==> src/rtl/picosoc_iomem_timer.sv <==
// iomem-bus responder with a prescaled 32-bit down-counting timer, auto-reload, sticky expiry and level irq.
// Optional capture input is enabled by defining PICOSOC_TIMER_CAPTURE_EN.
module picosoc_iomem_timer #(
   parameter logic [31:0] BASE_ADDR  = 32'h0300_0000,
   parameter int          PRESCALE_W = 16
) (
   input  logic        clk,
   input  logic        resetn,
   input  logic        iomem_valid,
   output logic        iomem_ready,
   input  logic [3:0]  iomem_wstrb,
   input  logic [31:0] iomem_addr,
   input  logic [31:0] iomem_wdata,
   output logic [31:0] iomem_rdata,
   output logic        irq,
   input  logic        capture_in
);

   typedef enum logic {IDLE = 1'b0, ACK = 1'b1} state_t;

   state_t                  state, state_nxt;
   logic                    sel, acc, wr;
   logic                    wr_ctrl, wr_presc, wr_count, wr_reload, wr_status;
   logic [2:0]              ctrl;
   logic [PRESCALE_W-1:0]   prescale, pcnt;
   logic [31:0]             count, reload, capture;
   logic                    st_exp, st_cap;
   logic [31:0]             rd_val, wr_val;
   logic                    tick, exp_set;
   logic [5:0]              offset;
   logic                    unused_addr;

   function automatic logic [31:0] byte_merge(input logic [31:0] old_val,
                                              input logic [31:0] new_val,
                                              input logic [3:0]  strb);
      logic [31:0] res;
      res = old_val;
      for (int b = 0; b < 4; b++)
         if (strb[b]) res[8*b +: 8] = new_val[8*b +: 8];
      return res;
   endfunction

   assign sel         = iomem_valid && (iomem_addr[31:8] == BASE_ADDR[31:8]);
   assign offset      = iomem_addr[7:2];
   assign unused_addr = ^iomem_addr[1:0];

   always_comb begin
      state_nxt = state;
      acc       = 1'b0;
      case (state)
         IDLE: if (sel) begin
            acc       = 1'b1;
            state_nxt = ACK;
         end
         ACK:     state_nxt = IDLE;
         default: state_nxt = IDLE;
      endcase
   end

   assign wr        = acc && (iomem_wstrb != 4'b0000);
   assign wr_ctrl   = wr && (offset == 6'h00);
   assign wr_presc  = wr && (offset == 6'h01);
   assign wr_count  = wr && (offset == 6'h02);
   assign wr_reload = wr && (offset == 6'h03);
   assign wr_status = wr && (offset == 6'h04);

   always_comb begin
      rd_val = '0;
      case (offset)
         6'h00:   rd_val[2:0] = ctrl;
         6'h01:   rd_val[PRESCALE_W-1:0] = prescale;
         6'h02:   rd_val = count;
         6'h03:   rd_val = reload;
         6'h04:   rd_val[1:0] = {st_cap, st_exp};
         6'h05:   rd_val = capture;
         default: rd_val = '0;
      endcase
      wr_val = byte_merge(rd_val, iomem_wdata, iomem_wstrb);
   end

   assign tick    = ctrl[0] && (pcnt == prescale);
   assign exp_set = tick && (count == 32'd0);

   always_ff @(posedge clk or negedge resetn) begin
      if (!resetn) begin
         state       <= IDLE;
         iomem_rdata <= '0;
         ctrl        <= '0;
         prescale    <= '0;
         pcnt        <= '0;
         count       <= '0;
         reload      <= '0;
         st_exp      <= 1'b0;
      end else begin
         state       <= state_nxt;
         iomem_rdata <= (acc && iomem_wstrb == 4'b0000) ? rd_val : 32'd0;

         // pcnt sits at 0 while disabled, so an EN 0->1 write always starts a fresh period
         if (!ctrl[0] || tick) pcnt <= '0;
         else                  pcnt <= pcnt + 1'b1;

         if (wr_ctrl)                 ctrl    <= wr_val[2:0];
         else if (exp_set && !ctrl[1]) ctrl[0] <= 1'b0;

         if (wr_presc)  prescale <= wr_val[PRESCALE_W-1:0];
         if (wr_reload) reload   <= wr_val;

         if (wr_count)               count <= wr_val;
         else if (tick) begin
            if (count != 32'd0)      count <= count - 32'd1;
            else if (ctrl[1])        count <= reload;
         end

         if (exp_set)                                             st_exp <= 1'b1;
         else if (wr_status && iomem_wstrb[0] && iomem_wdata[0])  st_exp <= 1'b0;
      end
   end

`ifdef PICOSOC_TIMER_CAPTURE_EN
   // two synchroniser flops plus one history flop for rising-edge detection
   logic [2:0] cap_sync;
   logic       cap_rise;

   assign cap_rise = cap_sync[1] & ~cap_sync[2];

   always_ff @(posedge clk or negedge resetn) begin
      if (!resetn) begin
         cap_sync <= '0;
         capture  <= '0;
         st_cap   <= 1'b0;
      end else begin
         cap_sync <= {cap_sync[1:0], capture_in};
         if (cap_rise) begin
            capture <= count;
            st_cap  <= 1'b1;
         end else if (wr_status && iomem_wstrb[0] && iomem_wdata[1]) begin
            st_cap  <= 1'b0;
         end
      end
   end
`else
   logic unused_capture;
   assign unused_capture = capture_in;
   assign capture        = '0;
   assign st_cap         = 1'b0;
`endif

   assign iomem_ready = (state == ACK);
   assign irq         = st_exp & ctrl[2];

endmodule
==> config.mk <==
export PLATFORM = sky130hd
export DESIGN_NAME = picosoc_iomem_timer
export DESIGN_NICKNAME = d
export VERILOG_FILES = /design/src/rtl/picosoc_iomem_timer.sv
export SDC_FILE = /design/constraint.sdc
export NUM_CORES = 1
export LEC_CHECK = 0
export BUFFER_PORTS_ARGS = -buffer_cell sky130_fd_sc_hd__buf_4
export CAP_MARGIN = 20
export CORE_MARGIN = 4
export CORE_UTILIZATION = 63
export DETAILED_ROUTE_END_ITERATION = 10
export PLACE_DENSITY = 0.87
export SYNTH_ARGS = -nofsm -noshare
export SYNTH_HDL_FRONTEND = slang
export SYNTH_SLANG_ARGS = --single-unit
==> constraint.sdc <==
create_clock -name clk -period 5.2 [get_ports clk]
set_input_delay 0.78 -clock clk [delete_from_list [all_inputs] [get_ports clk]]
set_output_delay 0.78 -clock clk [all_outputs]
set_load 0.05 [all_outputs]
==> flow_metrics.py <==
metrics = {
    "status": {
        "status": "complete, no violations",
    },
    "timing": {
        "max_slew_margin_pct": 25.3,
        "worst_pin_slew_ns": 1.12,
        "finalMaxSlewViolations": 0,
        "finalSetupTns_ns": 0,
        "whs_ns": 0.334,
        "fin_skew_ns": 0.0154,
        "finalWorstPathRequiredPeriod_ns": 3.20,
        "fmax_mhz": 312,
        "setup_viol": 0,
        "rsz0062_at_grt": "no",
        "finalHoldViolations": 0,
        "post-route-period-util_pct": 61.6,
    },
    "worst_setup_path": {
        "crit_type": "in2reg",
        "r2r_end": "count[18]$_DFFE_PN0P_",
        "cp_max_fo": 23,
        "worst_path_max_delay_cell": "and2_1",
        "rrSetupSlack_ns": 2.03,
        "critPathLaunchType": "input pin",
        "rr_startpoint": "pcnt[0]$_DFF_PN0_",
        "crit_arrival_ns": 3.56,
        "worst_path_largest_cell_delay_ns": 0.99,
        "end_kind": "register",
        "rr_worst_depth": 7,
        "worstPathCellList": "buf_4 > nor4_2 > buf_4 > and3_1 > and2_1 > nand2_1 > nand2_1",
        "cp.required_ns": 5.56,
    },
    "die": {
        "die_width_um": 117,
        "dieArea_um2": 13700,
        "core_um2": 11500,
        "initial_core_util_pct": 65.1,
        "die_y_um": 117,
        "io_pins": 106,
        "row_count": 39,
    },
    "place": {
        "io_buffers": 102,
        "gp_congestion": 0.909,
        "hpwl_um": 14200,
    },
    "finish": {
        "area_growth_syn_to_layout_pct": 18.6,
        "drive_above_1_share_pct": 22.4,
        "multi_input_area_um2": 3820,
        "seqCellArea_um2": 3330,
        "fillCellCount": 754,
        "antenna-diode-count": 0,
        "layout.nets": 995,
    },
    "synthesis": {
        "ys_seq_area_share_pct": 44.4,
        "yosys_warnings": 0,
        "synth-simple-area-share_pct": 23.3,
        "ys_top_cells_by_area": "dfrtp_1 44%, nand2_1 7.6%, nor2_1 4.6%, mux2_2 3.8%, o21ai_0 3.6%",
        "yosysMostFrequentCell": "nand2_1",
        "synthMuxAreaShare_pct": 7.03,
        "synth_xor_area_share_pct": 3.51,
        "synth-seq-cells": 133,
        "yosys.cell_types.count": 63,
        "syn_inst": 837,
        "synthFlopType": "dfrtp_1",
        "synth_commonest_cells": "151 x nand2_1, 133 x dfrtp_1, 92 x nor2_1",
        "avgSynthCellArea_um2": 8.96,
        "synthAdderAreaFrac_pct": 0.501,
        "netlist_area_um2": 7500,
        "synth_compound_area_share_pct": 16.6,
        "synth_edf_count": 0,
        "yosys.area.top_type": "dfrtp_1",
        "synth_top_family_by_area": "simple AND/OR/NAND/NOR gates",
        "synth_nets": 912,
        "yosys.area.top_type_share_pct": 44.4,
        "synth-async-reset-ratio_pct": 100,
    },
    "global_routing": {
        "grt_max_degree": 56,
        "grt_use_total_pct": 32.4,
        "grt_pass1_vias": 7169,
        "grt_pass1_wl_um": 34900,
        "antenna_found_initial": 0,
        "gr-total-overflow": 0,
    },
    "route": {
        "vias": 7026,
        "wl_per_cell_um": 19.7,
        "drc_errors": 0,
        "dr.first_iter.drc_count": 872,
        "via_per_inst": 6.53,
        "antenna_left": 0,
        "drt-pass1-iter-count": 6,
        "drt_wl_total_um": 21200,
    },
    "clocking": {
        "postCtsSetupBuffers": 0,
        "clockRootBuffer": "clkbuf_16",
        "cts_sinks": 133,
        "insertion_delay_ns": 0.44,
        "post_cts_resized": 0,
        "h-tree-depth": 4,
        "numCtsBuffers": 17,
        "postCtsHoldBufs": 0,
        "cts_tree": "yes",
        "ctsLongestPathBuffers": 2,
        "clk_pin_slew_ns": 0.06,
    },
    "power": {
        "peakVddDrop_mv": 0.285,
        "p_per_area_nw_per_um2": 261,
        "p_leak_nw": 4.23,
    },
    "job": {
        "maxCapViolCount": 0,
    },
    "hold_path": {
        "hp-class": "in2async",
    },
}
[placed cells by master (no fill, tap or decap), types with 7 or more instances in the layout]
cell         n
mux2i_1     20
inv_1       30
nor3_1      11
xor2_1      22
mux2_2      25
buf_4      115
o22ai_1      9
xnor2_1      8
nor4_1      18
a22o_1      13
a211oi_2    10
or3_1        7
nand2_1    151
o21ai_0     54
and3_1      16
nor2_1      92
nand3_1     21
a22oi_1     20
dfrtp_1    133
clkbuf_16   17
nand4_1     12
a21oi_1     17
a211oi_1    23
[area by class of cell]
type | instances | share of cell area [%]
sequential | 133 | 37.4
clock inverter | 9 | 0.845
tap | 143 | 2.01
inverter | 30 | 1.27
timing repair buffer | 116 | 9.88
clock buffer | 23 | 5.60
multi-input combinational | 622 | 42.9
[sequential cells by signal, indices dropped and copies added (netlist names)]
| signal | flops |
|---|---|
| count | 32 |
| iomem_rdata | 32 |
| reload | 32 |
| pcnt | 16 |
| prescale | 16 |
| ctrl | 3 |
| iomem_ready | 1 |
| st_exp | 1 |
[per-layer routing]
layer	vias to the layer above	GRT usage, %	wire, um
met1	3396	40.2	8010
li1	3125	-	-
met4	0	15.1	798
met3	90	7.10	1870
met2	415	54.3	10500
met5	-	0	0
[report_power, final]
part,switching (W),leakage (nW),total [W],internal [W]
clock network,0.000451,0.285,0.00117,0.000715
logic,0.0000642,2.14,0.000116,0.0000517
registers,0.000000991,1.80,0.00104,0.00104
total,0.000516,4.23,0.00232,0.00180
[critical path: cells and delay by family]
family | cells | cell delay [ns]
buffers and inverters | 2 | 0.41
AND/OR/NAND/NOR | 5 | 2.36
[worst max-delay path by stage]
stage	to	slack [ns]	cells past startpoint	startpoint
3_5_place_dp	count[10]$_DFFE_PN0P_	1.72	8	iomem_addr[10]
5_1_grt	count[17]$_DFFE_PN0P_	1.84	7	pcnt[11]$_DFF_PN0_
2_1_floorplan	count[25]$_DFFE_PN0P_	2.61	8	iomem_wstrb[2]
4_1_cts	count[18]$_DFFE_PN0P_	2.13	7	pcnt[0]$_DFF_PN0_
6_report	reload[8]$_DFFE_PN0P_	2.00	7	iomem_addr[5]
3_3_place_gp	ctrl[0]$_DFFE_PN0P_	1.87	5	count[11]$_DFFE_PN0P_
[stage by stage]
step | cells | area [um2] | power (W) | util [%] | setup slack, ns
4_1_cts | 1076 | 8890 | 0.00233 | 77.2 | 2.13
2_1_floorplan | 837 | 7500 | 0.00110 | - | 2.61
3_5_place_dp | 1044 | 8310 | 0.00117 | 72.2 | 1.72
6_report | 1076 | 8890 | 0.00232 | 77.2 | 2.00
5_1_grt | 1076 | 8890 | 0.00238 | 77.2 | 1.84
3_3_place_gp | 1043 | 8300 | 0.00117 | 72.1 | 1.87
[kinds of logic (layout without fill, tap and decap cells)]
group / after synthesis / after routing
AOI/OAI and AO/OA: 178 / 178
muxes: 47 / 47
xor gates and xnor gates: 30 / 30
and+or+nand+nor: 364 / 364
DFF: 133 / 133
buffers and inverters: 82 / 178
adders and majority gates: 3 / 3
(Power assumes the default switching activity.)
